## src/rtl/fetch_unit.sv

```systemverilog
// Instruction fetch unit: single-outstanding request FSM feeding a 2-entry instruction buffer.
// Optional misaligned-redirect trap enabled by defining FETCH_MISALIGN_TRAP_EN.
module fetch_unit #(
  parameter logic [63:0] RESET_PC = 64'h0
) (
  input  logic        clk,
  input  logic        reset,
  input  logic        redirect_valid,
  input  logic [63:0] redirect_pc,
  output logic        imem_req_valid,
  input  logic        imem_req_ready,
  output logic [63:0] imem_req_addr,
  input  logic        imem_rsp_valid,
  input  logic [31:0] imem_rsp_data,
  output logic        if_valid,
  input  logic        if_ready,
  output logic [31:0] if_instr,
  output logic [63:0] if_pc,
  output logic        fetch_fault
);

  typedef enum logic [1:0] {
    ST_REQ  = 2'd0,
    ST_WAIT = 2'd1,
    ST_DROP = 2'd2
  } state_t;

  state_t      r_state;
  logic [63:0] r_pc;
  logic [63:0] r_req_pc;
  logic [1:0]  r_count;
  logic        r_rd_ptr;
  logic        r_wr_ptr;
  logic [63:0] r_buf_pc    [2];
  logic [31:0] r_buf_instr [2];

  logic        w_fault;
  logic        w_req_fire;
  logic        w_push;
  logic        w_pop;
  logic [63:0] w_redirect_pc;

`ifdef FETCH_MISALIGN_TRAP_EN
  logic r_fault;

  assign w_redirect_pc = redirect_pc;
  assign w_fault       = r_fault;

  always_ff @(posedge clk) begin
    if (reset)               r_fault <= 1'b0;
    else if (redirect_valid) r_fault <= (redirect_pc[1:0] != 2'b00);
  end
`else
  assign w_redirect_pc = redirect_pc & ~64'h3;
  assign w_fault       = 1'b0;
`endif

  assign fetch_fault    = w_fault;
  assign imem_req_valid = (r_state == ST_REQ) && (r_count != 2'd2) && !w_fault;
  assign imem_req_addr  = r_pc;
  assign if_valid       = (r_count != 2'd0);
  assign if_instr       = r_buf_instr[r_rd_ptr];
  assign if_pc          = r_buf_pc[r_rd_ptr];

  // A redirect flushes the buffer, so it also cancels any push or pop in that cycle.
  assign w_req_fire = imem_req_valid && imem_req_ready;
  assign w_push     = (r_state == ST_WAIT) && imem_rsp_valid && !redirect_valid;
  assign w_pop      = if_valid && if_ready && !redirect_valid;

  // NOTE: sequential state uses non-blocking assignments so every register sees pre-edge values.
  always_ff @(posedge clk) begin
    if (reset) begin
      r_pc     <= RESET_PC;
      r_count  <= 2'd0;
      r_rd_ptr <= 1'b0;
      r_wr_ptr <= 1'b0;
      // An abandoned request still owes a response; wait it out in ST_DROP.
      case (r_state)
        ST_WAIT, ST_DROP: r_state <= imem_rsp_valid ? ST_REQ : ST_DROP;
        default:          r_state <= ST_REQ;
      endcase
    end else begin
      if (redirect_valid) begin
        r_pc     <= w_redirect_pc;
        r_count  <= 2'd0;
        r_rd_ptr <= 1'b0;
        r_wr_ptr <= 1'b0;
      end else begin
        if (w_push) begin
          r_pc     <= r_pc + 64'd4;
          r_wr_ptr <= ~r_wr_ptr;
        end
        if (w_pop) r_rd_ptr <= ~r_rd_ptr;
        r_count <= r_count + {1'b0, w_push} - {1'b0, w_pop};
      end

      case (r_state)
        ST_REQ: begin
          if (w_req_fire) r_state <= redirect_valid ? ST_DROP : ST_WAIT;
        end
        ST_WAIT: begin
          if (imem_rsp_valid)      r_state <= ST_REQ;
          else if (redirect_valid) r_state <= ST_DROP;
        end
        ST_DROP: begin
          if (imem_rsp_valid) r_state <= ST_REQ;
        end
        default: r_state <= ST_REQ;
      endcase
    end
  end

  // NOTE: buffer storage is deliberately not reset; r_count alone decides which entries are live.
  always_ff @(posedge clk) begin
    if (w_req_fire) r_req_pc <= r_pc;
    if (w_push) begin
      r_buf_pc[r_wr_ptr]    <= r_req_pc;
      r_buf_instr[r_wr_ptr] <= imem_rsp_data;
    end
  end

endmodule

```

## config.mk

```make
export PLATFORM = sky130hd
export DESIGN_NAME = fetch_unit
export DESIGN_NICKNAME = d
export VERILOG_FILES = /design/src/rtl/fetch_unit.sv
export SDC_FILE = /design/constraint.sdc
export NUM_CORES = 1
export LEC_CHECK = 0
export CORE_AREA = 2 2 156 158
export CTS_BUF_LIST = sky130_fd_sc_hd__clkbuf_8
export DETAILED_ROUTE_END_ITERATION = 12
export DIE_AREA = 0 0 158 160
export DONT_BUFFER_PORTS = 1
export PLACE_DENSITY_LB_ADDON = 0.1
export SYNTH_ARGS = -nofsm -noshare
export SYNTH_HDL_FRONTEND = slang
export SYNTH_SLANG_ARGS = --single-unit
```

## constraint.sdc

```tcl
create_clock -name clk -period 8 [get_ports clk]
set_clock_uncertainty 0.05 [all_clocks]
set_input_delay 2 -clock clk [delete_from_list [all_inputs] [get_ports clk]]
set_output_delay 2 -clock clk [all_outputs]
set_load 0.02 [all_outputs]
```

# == Word-level counts from Yosys, hierarchy flattened ==
# Memory sizes are Yosys's and may differ from the RTL's. A register that Yosys moved wholly into a read port is not among the register bits.
# Index checks and enable logic that the tools add are counted.
# totals
latchBits,0
output_inout_bits,163
wordCells,50
ram_bits,192
romBits,0
regBits,134
memories,2
# op_classes
n_bitwise,2
n_mul,0
n_reduce_logical,13
div_mod_pow,0
shifts,0
magnitude_cmp,0
n_mux,17
n_addsub,3
eq_ne,6
# memory_table
memory,depth,word_bits,read_ports,rd_clocked_by_memory_dff,wr,line_no,text
r_buf_pc,2,64,1,1,1,34,logic [63:0] r_buf_pc [2];
r_buf_instr,2,32,1,1,1,35,logic [31:0] r_buf_instr [2];
# op_table
op,n
2-to-1 mux 64 bit,2
adder 64 x 3 -> 64 bit (second input constant),1
2-to-1 mux 2 bit,8
logical AND 1 bit,6
2-to-1 mux 1 bit,6
!= test 3 bit (second input constant),2
case mux 2 bit (3 select lines),1
!= test 4 bit (second input constant),1
nonzero test 2 bit,2
OR reduction 2 bit,2
AND reduction 3 bit,1
adder 2 x 1 -> 2 bit,1
equality test 2 x 1 -> 1 bit (second input constant),1
equality test 2 bit (second input constant),1
zero test 2 bit,1
!= test 2 bit (second input constant),1
NOT 1 bit,2
subtractor 2 x 1 -> 2 bit,1
zero test 1 bit,1

# == Longest topological paths before layout ==
# Gate-level depths: netlist of run 1.
# logic_depth
ltp_word,6
ltp_mapped,12

# == Least setup slack after synthesis of run 1 ==
# No wires, ideal clock.
# synth_timing
path_type,input port to flip-flop
start,input port redirect_valid
end,memory r_buf_instr[0][0] (enable)
arrival_ns,6.391
t_required_ns,7.403
stages,4
setup_time_ns,0.547
slack_ns,1.012
path_cell_list,clkbuf_1 > nor2_1 > inv_1 > nor2_1
# synth_between
elab_chain_len,4
# synth_rtl
element,line_no,text
start: declaration,8,"input logic redirect_valid,"
zero test 1 bit,67,assign w_push = (r_state == ST_WAIT) && imem_rsp_valid && !redirect_valid;
logical AND 1 bit,67,
2-to-1 mux 1 bit,116,if (w_push) begin
2-to-1 mux 1 bit (implied by the code),118,r_buf_instr[r_wr_ptr] <= imem_rsp_data;
end: declaration,35,
# Every way passes these cells.

==> impl_results.md, run 1 <==
* Setup violations, final at 0
* Metal3 WL at 2960 um
* Via density at between 5 and 6
* Setup bufs post-CTS at 0
* Hold endpoint: r_buf_pc[1][25]$_DFFE_PP_
* Pre-antenna DRT Iters at 5
* Status: finished clean
* Reg2reg setup slack at about 4.7 ns
* Initial antenna violation count at 2
* Clk sinks at 319
* Mean routed wirelength per cell at about 22 um
* Drc violations at 0
* Crit start category: flip-flop
* Part of the Yosys area used for sequential elements at 0.693
* Top FF cell, synth: edfxtp_1
* DRT iter0 DRCs at ~530
* CTS HTree Levels at 2
* Critical Path AT at about 2.5 ns
* Crit path kind: flip-flop to output port
* Psw at ~0.00090 W
* Site Rows at between 50 and 60
* Skew-Pair Late Insertion Delay at 0.56 ns
* Combinational share of power at 0.070
* Hold Violations, Final at 0
* Root buf cell: clkbuf_8
* Ports at between 200 and 300
* Worst rel slew slack at 0.458
* IO buf count at 0
* Pins Over Slew Limit at 0
* Total Power at ~0.0037 W
* Share of layout cells above drive strength 1 at 0.199
* Hold Crit Class: flip-flop to flip-flop
* Cell count of the worst hold path at 0
* FF-to-FF Start: r_state[1]$_DFFE_PP_
* Placed cells at around 1.2k
* Hold Buf Count CTS at 0
* Synth Instances at approximately 900
* Max cap viols at 0
* RR Endpoint: r_buf_instr[0][2]$_DFFE_PP_
* Synthesized flop and latch total at 319
* Register area at a little under 9000 sq um
* Setup TNS at 0 ns
* Layout Nets at 1007
* Clk pwr share at 0.363
* RSZ-0062 raised after global routing: false
* Crit. End Element: output port
* DIE WIDTH at roughly 160 um
* R2R depth at 8
* DRT Wirelength at approximately 28000 um
* Layout area overhead at 9.88%
* Mapped cell area at roughly 13000 sq um
* Part of the cycle the worst path needs at 0.570
* Final min period at 4.56 ns
* DR WL met2 at approximately 14000 um
* P_leak at about 4.6 nW
* Total die area at between 20000 and 30000 sq um
* First-pass GRT wire length at 42900 um
* HPWL after DPL at around 19000 um
* Slew at the pin closest to its max-slew limit at 0.807 ns
* Final RePlAce weighted congestion at 0.760
* Non-Filler Instances at 1263
* CTS tree: yes
* Longest Clk Path Bufs at 3
* Post-DRT Antenna Nets at 0
* Multi-input gate area at 3630 sq um
* Maximum vdd drop at 162 uV
* Seq pwr share at 0.567
* Highest metal layer with signal wires: met4
* Min-delay src: r_req_pc[25]$_DFFE_PP_
* FMAX at around 0.22 GHz
* GRT Total Usage at 0.221
* Power Density at ~260 nW/um^2
* Critical Path Fanout Max at 53
* Overflow left after global routing at 0
* Reg clk slew, reported paths at approximately 0.06 ns
* Switching share of power at 0.242
* Mean post-synth cell area at about 15 sq um
* Die outline height at 160 um
* Fillcell total at 1892
* M1 wire length at around 11000 um
* Core Util, Final at 0.593
* Post-CTS sizing at 0
* Largest net degree at the start of global routing at 82
* Initial core utilization at 0.540
* Post-synth EDFFs at around 250
* Number of synthesis warnings at 0
* Synth unique cells at 56
* Internal power at 0.00281 W
* Asr flop ratio synth at 0
* Crit path required time at 5.95 ns
* CTS buffer count at 50
* Vias at about 7.5k
* Vias in the first global route at roughly 7.6k
* CORE AREA at 23800 sq um
[cell families (layout without fill, tap and decap cells)]
kind of cell    Yosys count  after routing  synth area share
compound gates          104            104            0.0620
xor+xnor                 26             26            0.0177
fa+ha+maj                 6              6           0.00584
buf+inv                  83            131            0.0266
flops                   319            319             0.693
mux                      95             95            0.0831
other cells               1              7          0.000292
simple gates            251            251             0.112
[registers in the layout (all words and copies together), names as in the netlist, named ones only]
| name | count |
|---|---|
| imem_req_addr | 62 |
| r_buf_instr | 64 |
| r_buf_pc | 124 |
| r_count | 2 |
| r_rd_ptr | 1 |
| r_req_pc | 62 |
| r_state | 2 |
| r_wr_ptr | 1 |
[metal layers]
layer | vias up | track usage
li1 | 3449 | -
met1 | 3663 | 0.277
met2 | 298 | 0.356
met3 | 52 | 0.0839
met4 | 0 | 0.0745
met5 | - | 0
[worst max-delay path by stage]
stage | cells after the start | from | to | slack (ns)
6_report | 2 | flip-flop | if_pc[16] | 3.44
2_1_floorplan | 4 | redirect_valid | r_buf_instr[0][0]$_DFFE_PP_ | 1.01
5_1_grt | 2 | flip-flop | if_pc[2] | 3.27
3_5_place_dp | 6 | imem_rsp_valid | r_buf_instr[0][30]$_DFFE_PP_ | 3.60
3_3_place_gp | 6 | imem_rsp_valid | r_buf_pc[0][10]$_DFFE_PP_ | 3.72
4_1_cts | 2 | flip-flop | if_pc[3] | 3.39
[worst max-delay path, stage by stage (launching register included)]
cell	delay, ns
dfxtp_4	0.70
buf_4	0.66
mux2_2	0.48
[Yosys cell counts (all sizes together), types with 16 or more instances]
library cell | number | area share
a311oi | 17 | 0.012
dfxtp | 67 | 0.10
xnor2 | 16 | 0.011
nand4 | 27 | 0.015
nor3 | 17 | 0.0079
nand3 | 24 | 0.0093
a211oi | 25 | 0.015
clkbuf | 32 | 0.0094
buf | 16 | 0.0069
nor2 | 60 | 0.018
edfxtp | 252 | 0.59
mux2 | 94 | 0.082
nand2 | 44 | 0.013
inv | 35 | 0.010
nor4 | 16 | 0.012
a2111oi | 19 | 0.015
[power by group through the flow]
| stage | Clock (W) | Sequential, W | Combinational [W] |
|---|---|---|---|
| after detailed placement | 0 | 0.00214 | 0.000262 |
| after CTS | 0.00138 | 0.00210 | 0.000263 |
| after global placement | 0 | 0.00212 | 0.000251 |
| after floorplan | 0 | 0.00211 | 0.000216 |
| after global routing | 0.00146 | 0.00212 | 0.000285 |
| final | 0.00135 | 0.00210 | 0.000259 |
[layout make-up]
class,instances,area share
antenna,2,0.000354
sequential,319,0.631
clock inverter,36,0.0179
tap,324,0.0287
timing repair buffer,6,0.00319
inverter,35,0.00930
clock buffer,54,0.0526
multi-input combinational,487,0.257
[per-stage QoR]
stage / hold slack (ns) / worst slack, ns / instance area [sq um]
finish: 0.390 / 3.44 / 14100
global route: 0.401 / 3.27 / 14100
CTS: 0.390 / 3.39 / 14100
detailed placement: 0.380 / 3.60 / 13100
global placement: 0.373 / 3.72 / 13100
floorplan: 0.371 / 1.01 / 12900
[layout by cell type (no fill, tap or decap), types with 14 or more instances in the layout]
cell,n
mux2_2,94
inv_1,52
a311oi_1,17
nor2_1,59
a211oi_1,24
xnor2_1,16
and4_1,14
nand2_1,44
dfxtp_1,66
clkbuf_8,54
edfxtp_1,252
nand4_1,24
a21oi_1,14
nand3_1,24
nor3_1,15
No activity file was read; power rests on OpenSTA's default activity.
==> inputs of run 2 (changes only) <==
==> constraint.sdc (replaced) <==
create_clock -name clk -period 3.9 [get_ports clk]
set_clock_uncertainty 0.05 [all_clocks]
set_input_delay 0.975 -clock clk [delete_from_list [all_inputs] [get_ports clk]]
set_output_delay 0.975 -clock clk [all_outputs]
set_load 0.02 [all_outputs]
==> run 2 against run 1 <==
  * Highest routed layer unchanged
  * Final cell count increased by 0.48%
  * First-iteration DRC count shrank 26%
  * Design area hardly changed
  * Flip-flop and latch count did not move
  * Power up 100%
  * Register-to-register slack lost 3.8 ns
  * Sequential power increased by 100%
  * Via count barely moved
  * Largest power group unchanged
  * Critical path type unchanged
  * Critical endpoint is now if_pc[25]
==> impl_results.md, run 2 (synthesis results as in run 1) <==
* HPWL after DPL at 18700 um
* Layout Nets at 1011
* First-pass GRT wire length at ~42000 um
* Drc violations at 0
* Ports at 265
* Maximum vdd drop at between 300 and 400 uV
* Top Registers: r_buf_pc x124, r_buf_instr x64
* Total die area at 25300 sq um
* Setup violations, final at 0
* P_leak at 4.61 nW
* Reg with most FFs: r_buf_pc
* Post-CTS sizing at 0
* Seq pwr share at 0.582
* Layout area overhead at 9.85%
* DRT Wirelength at between 20000 and 30000 um
* Status: finished clean
* Initial core utilization at 0.540
* Hold Crit Class: flip-flop to flip-flop
* Critical Path Fanout Max at 52
* Max cap viols at 0
* Reg clk slew, reported paths at about 0.060 ns
* Mean routed wirelength per cell at approximately 22 um
* RR Endpoint: imem_req_addr[33]$_SDFFE_PP0P_
* Part of the cycle the worst path needs at 0.813
* Switching share of power at 0.249
* Core Util, Final at 0.593
* Hold endpoint: r_buf_pc[1][49]$_DFFE_PP_
* Die outline height at 160 um
* R2R depth at 7
* Vias in the first global route at 7485
* Psw at roughly 0.0018 W
* Via density at between 5 and 6
* CTS buffer count at 49
* Commonest non-fill, non-tap cell in the layout: edfxtp_1
* Root buf cell: clkbuf_8
* Clk pwr share at 0.344
* Slew at the pin closest to its max-slew limit at between 0.7 and 0.8 ns
* Critical Path AT at about 2.1 ns
* Crit path kind: flip-flop to output port
* Largest net degree at the start of global routing at 82
* CTS HTree Levels at 2
* Min-delay src: r_req_pc[49]$_DFFE_PP_
* Hold Buf Count CTS at 0
* Cell count of the worst hold path at 0
* CTS tree: yes
* Pre-antenna DRT Iters at 7
* GRT Total Usage at 0.217
* Power Density at 524 nW/um^2
* CORE AREA at ~24000 sq um
* Hold Violations, Final at 0
* Longest Clk Path Bufs at 3
* Skew-Pair Late Insertion Delay at 0.57 ns
* Crit path required time at 2.87 ns
* Clk sinks at about 320
* Final RePlAce weighted congestion at ~0.77
* RSZ-0062 raised after global routing: false
* Max reg flops at 124
* Internal power at between 0.005 and 0.006 W
* Share of layout cells above drive strength 1 at 0.201
* FMAX at roughly 0.32 GHz
* Finished Cell Area at roughly 14000 sq um
* DIE WIDTH at 158 um
* Reg2reg setup slack at just over 0.9 ns
* Final min period at 3.17 ns
* Overflow left after global routing at 0
* Post-Place Cell Area at roughly 13000 sq um
* Crit start category: flip-flop
* Most frequent cells in the layout: edfxtp_1, mux2_2, dfxtp_1, nor2_1, clkbuf_8
* Setup bufs post-CTS at 0
* Pins Over Slew Limit at 0
* Post-DRT Antenna Nets at 0
* Crit. End Element: output port
* DRT iter0 DRCs at 394
* Worst rel slew slack at 0.484
* Combinational share of power at 0.074
* Fillcell total at 1834
* Site Rows at 57
* FF-to-FF Start: r_state[1]$_DFFE_PP_
* Vias at between 7k and 8k
* Setup TNS at 0 ns
* Initial antenna violation count at 2
* IO buf count at 0
-- run 2: cell count changes in the layout (fill, tap and decap cells not counted), sizes merged --
cell    previous run  this run
clkinv            11        17
buf                6        11
bufinv             4         1
clkbuf            54        53
inv               56        55
-- run 2: worst max-delay path by stage --
| stage | from | to | slack (ns) |
|---|---|---|---|
| 6_report | flip-flop | if_pc[25] | 0.73 |
| 5_1_grt | r_state[1]$_DFFE_PP_ | imem_req_addr[63]$_SDFFE_PP0P_ | 0.59 |
| 4_1_cts | flip-flop | if_pc[3] | 0.67 |
| 3_5_place_dp | imem_rsp_valid | imem_req_addr[33]$_SDFFE_PP0P_ | 0.73 |
| 3_3_place_gp | imem_rsp_valid | imem_req_addr[33]$_SDFFE_PP0P_ | 0.84 |
| 2_1_floorplan | redirect_valid | r_buf_instr[0][0]$_DFFE_PP_ | 0.57 |
-- run 2: layout make-up --
type	instances	area, sq um	share of cell area
Inverter	35	131	0.00930
Timing Repair Buffer	11	120	0.00850
Antenna cell	2	5.00	0.000354
Multi-Input combinational cell	487	3630	0.257
Sequential cell	319	8910	0.631
Tap cell	324	405	0.0287
Clock buffer	53	729	0.0516
Clock inverter	38	188	0.0133
-- run 2: power groups by stage --
stage / Combinational, W / Clock [W] / Sequential, W
final: 0.000548 / 0.00255 / 0.00430
after CTS: 0.000555 / 0.00262 / 0.00431
after detailed placement: 0.000553 / 0 / 0.00438
after floorplan: 0.000445 / 0 / 0.00431
after global placement: 0.000536 / 0 / 0.00435
after global routing: 0.000595 / 0.00277 / 0.00434
-- run 2: routing by layer --
metal | share of wire | routed length [um] | up-vias | track usage
met5 | 0 | 0 | - | 0
met4 | 0.020 | 556 | 0 | 0.0708
met3 | 0.097 | 2730 | 54 | 0.0825
met2 | 0.48 | 13500 | 279 | 0.351
met1 | 0.40 | 11300 | 3663 | 0.269
li1 | - | - | 3471 | -
-- run 2: stage by stage --
| step | hold WS (ns) | cells | power, W | setup WS, ns |
|---|---|---|---|---|
| after detailed placement | 0.380 | 1176 | 0.00493 | 0.729 |
| after global routing | 0.391 | 1267 | 0.00770 | 0.587 |
| after floorplan | 0.371 | 889 | 0.00475 | 0.566 |
| final | 0.387 | 1269 | 0.00740 | 0.731 |
| after global placement | 0.373 | 1176 | 0.00489 | 0.839 |
| after CTS | 0.381 | 1267 | 0.00749 | 0.671 |
-- run 2: worst max-delay path, stage by stage (launching register included) --
cell     delay [ns]
dfxtp_4        0.72
buf_12         0.34
mux2_2         0.46
==> inputs of run 3 (changes only) <==
==> constraint.sdc (replaced) <==
create_clock -name clk -period 3 [get_ports clk]
set_clock_uncertainty 0.05 [all_clocks]
set_input_delay 0.75 -clock clk [delete_from_list [all_inputs] [get_ports clk]]
set_output_delay 0.75 -clock clk [all_outputs]
set_load 0.02 [all_outputs]
==> run 3 against run 2 <==
  * Power increased by 34%
  * Hold slack got worse by 0.18 ns
  * Final cell count increased by 3.3%
  * Register-to-register slack got worse by 0.63 ns
  * Core utilization increased by 1.7 points
  * Non-clock buffer count increased by 41
  * Sequential power increased by 28%
  * Wire length increased by 3.5%
  * Largest power group unchanged
==> impl_results.md, run 3 (synthesis results as in run 1) <==
* Status: finished clean
* Vias at about 7.7k
* Clk sinks at approximately 320
* Final min period at 2.70 ns
* Setup bufs post-CTS at 0
* Root buf cell: clkbuf_8
* Commonest non-fill, non-tap cell in the layout: edfxtp_1
* Layout area overhead at 13.0%
* CP Cell Sequence: nand4_1, nor4_2, nand4_1, or2_0, a2111oi_0
* Total die area at approximately 25000 sq um
* Cell mode on critical path: nand4_1
* DIE WIDTH at roughly 160 um
* Most frequent cells in the layout: edfxtp_1, mux2_2, dfxtp_1, nor2_1, clkbuf_8
* Crit. End Element: flip-flop
* Crit path required time at between 3 and 4 ns
* Part of the cycle the worst path needs at 0.900
* P_leak at 4.83 nW
* CTS tree: yes
* Setup TNS at 0 ns
* Critical Path AT at roughly 3.1 ns
* Initial antenna violation count at 2
* Worst rel slew slack at 0.598
* First-pass GRT wire length at 44200 um
* Final RePlAce weighted congestion at ~0.77
* Post-Place Cell Area at 13600 sq um
* Ports at ~270
* Drc violations at 0
* Site Rows at 57
* Pins Over Slew Limit at 0
* GRT Total Usage at 0.227
* Slowest stage cell, crit path: dfxtp_1
* Pre-antenna DRT Iters at 5
* Skew-Pair Late Insertion Delay at roughly 0.58 ns
* Crit path kind: flip-flop to flip-flop
* Reg clk slew, reported paths at 0.06 ns
* Setup violations, final at 0
* DRT iter0 DRCs at ~530
* Hold endpoint: r_rd_ptr$_SDFFE_PN0P_
* CTS buffer count at 49
* Min-delay src: redirect_valid
* Reg2reg setup slack at 0.30 ns
* Hold Crit Class: input pin to flip-flop
* Longest Clk Path Bufs at 3
* Mean routed wirelength per cell at between 20 and 25 um
* CP max stage delay at roughly 0.55 ns
* IO buf count at 0
* Post-CTS sizing at 0
* CTS HTree Levels at 2
* FMAX at between 0.3 and 0.4 GHz
* Reg with most FFs: r_buf_pc
* Finished Cell Area at around 15000 sq um
* Initial core utilization at 0.540
* Critical Path Fanout Max at 7
* Overflow left after global routing at 0
* Top Registers: r_buf_pc x124, r_buf_instr x64
* CORE AREA at about 24000 sq um
* R2R depth at 5
* FF-to-FF Start: imem_req_addr[22]$_SDFFE_PP0P_
* RSZ-0062 raised after global routing: false
* Max cap viols at 0
* Layout Nets at 1052
* Hold Buf Count CTS at 0
* Maximum vdd drop at about 560 uV
* Max reg flops at approximately 120
* Hold Violations, Final at 0
* RR Endpoint: imem_req_addr[63]$_SDFFE_PP0P_
* Crit start category: flip-flop
* Slew at the pin closest to its max-slew limit at between 0.6 and 0.7 ns
* Vias in the first global route at 7795
* Share of layout cells above drive strength 1 at 0.236
* Fillcell total at between 1.5k and 2k
* DRT Wirelength at a little under 30000 um
* HPWL after DPL at around 19000 um
* Power Density at just under 700 nW/um^2
* Die outline height at 160 um
* Cell count of the worst hold path at 1
* Post-DRT Antenna Nets at 0
* Largest net degree at the start of global routing at 95
* Via density at approximately 5.8
## run 3: worst max-delay path: cells and delay by family, from the launching register on
| kind | cells | cell delay (ns) |
|---|---|---|
| flops | 1 | 0.55 |
| simple gates | 4 | 1.57 |
| compound gates | 1 | 0.37 |
## run 3: worst max-delay path by stage
stage	start	endpoint	cells past startpoint
detailed placement	imem_req_addr[22]$_SDFFE_PP0P_	imem_req_addr[63]$_SDFFE_PP0P_	5
global route	imem_req_addr[34]$_SDFFE_PP0P_	imem_req_addr[54]$_SDFFE_PP0P_	5
global placement	imem_rsp_valid	imem_req_addr[33]$_SDFFE_PP0P_	5
CTS	flip-flop	if_pc[36]	2
floorplan	r_state[1]$_DFFE_PP_	r_buf_instr[0][0]$_DFFE_PP_	7
finish	imem_req_addr[22]$_SDFFE_PP0P_	imem_req_addr[63]$_SDFFE_PP0P_	5
## run 3: metrics by stage
step / setup WS, ns / hold WS [ns] / util / std cells / power, W
final: 0.300 / 0.205 / 0.610 / 1311 / 0.00989
after global routing: 0.0448 / 0.181 / 0.610 / 1309 / 0.0103
after CTS: 0.308 / 0.169 / 0.610 / 1309 / 0.00999
after detailed placement: 0.354 / 0.380 / 0.569 / 1217 / 0.00649
after global placement: 0.408 / 0.373 / 0.569 / 1217 / 0.00643
after floorplan: 0.00115 / 0.371 / - / 889 / 0.00618
## run 3: layout make-up
class | instances | area [sq um] | share of cell area
inverter | 35 | 135 | 0.00930
timing repair buffer | 52 | 465 | 0.0320
antenna | 2 | 5.00 | 0.000345
sequential | 319 | 8910 | 0.614
clock inverter | 40 | 246 | 0.0170
clock buffer | 52 | 716 | 0.0493
multi-input combinational | 487 | 3640 | 0.251
tap | 324 | 405 | 0.0279
## run 3: routing by layer
layer  part of all wire  up-vias  GRT usage
met1               0.39     3742      0.285
met5                  0        -          0
met3               0.10       54     0.0825
met2               0.48      302      0.369
met4              0.023        0     0.0659
li1                   -     3553          -
## run 3: where the power goes
part / internal (W) / switching [W] / total [W] / leakage [nW]
logic: 0.000274 / 0.000615 / 0.000889 / 1.41
clock network: 0.00187 / 0.00163 / 0.00350 / 0.540
registers: 0.00529 / 0.000211 / 0.00551 / 2.87
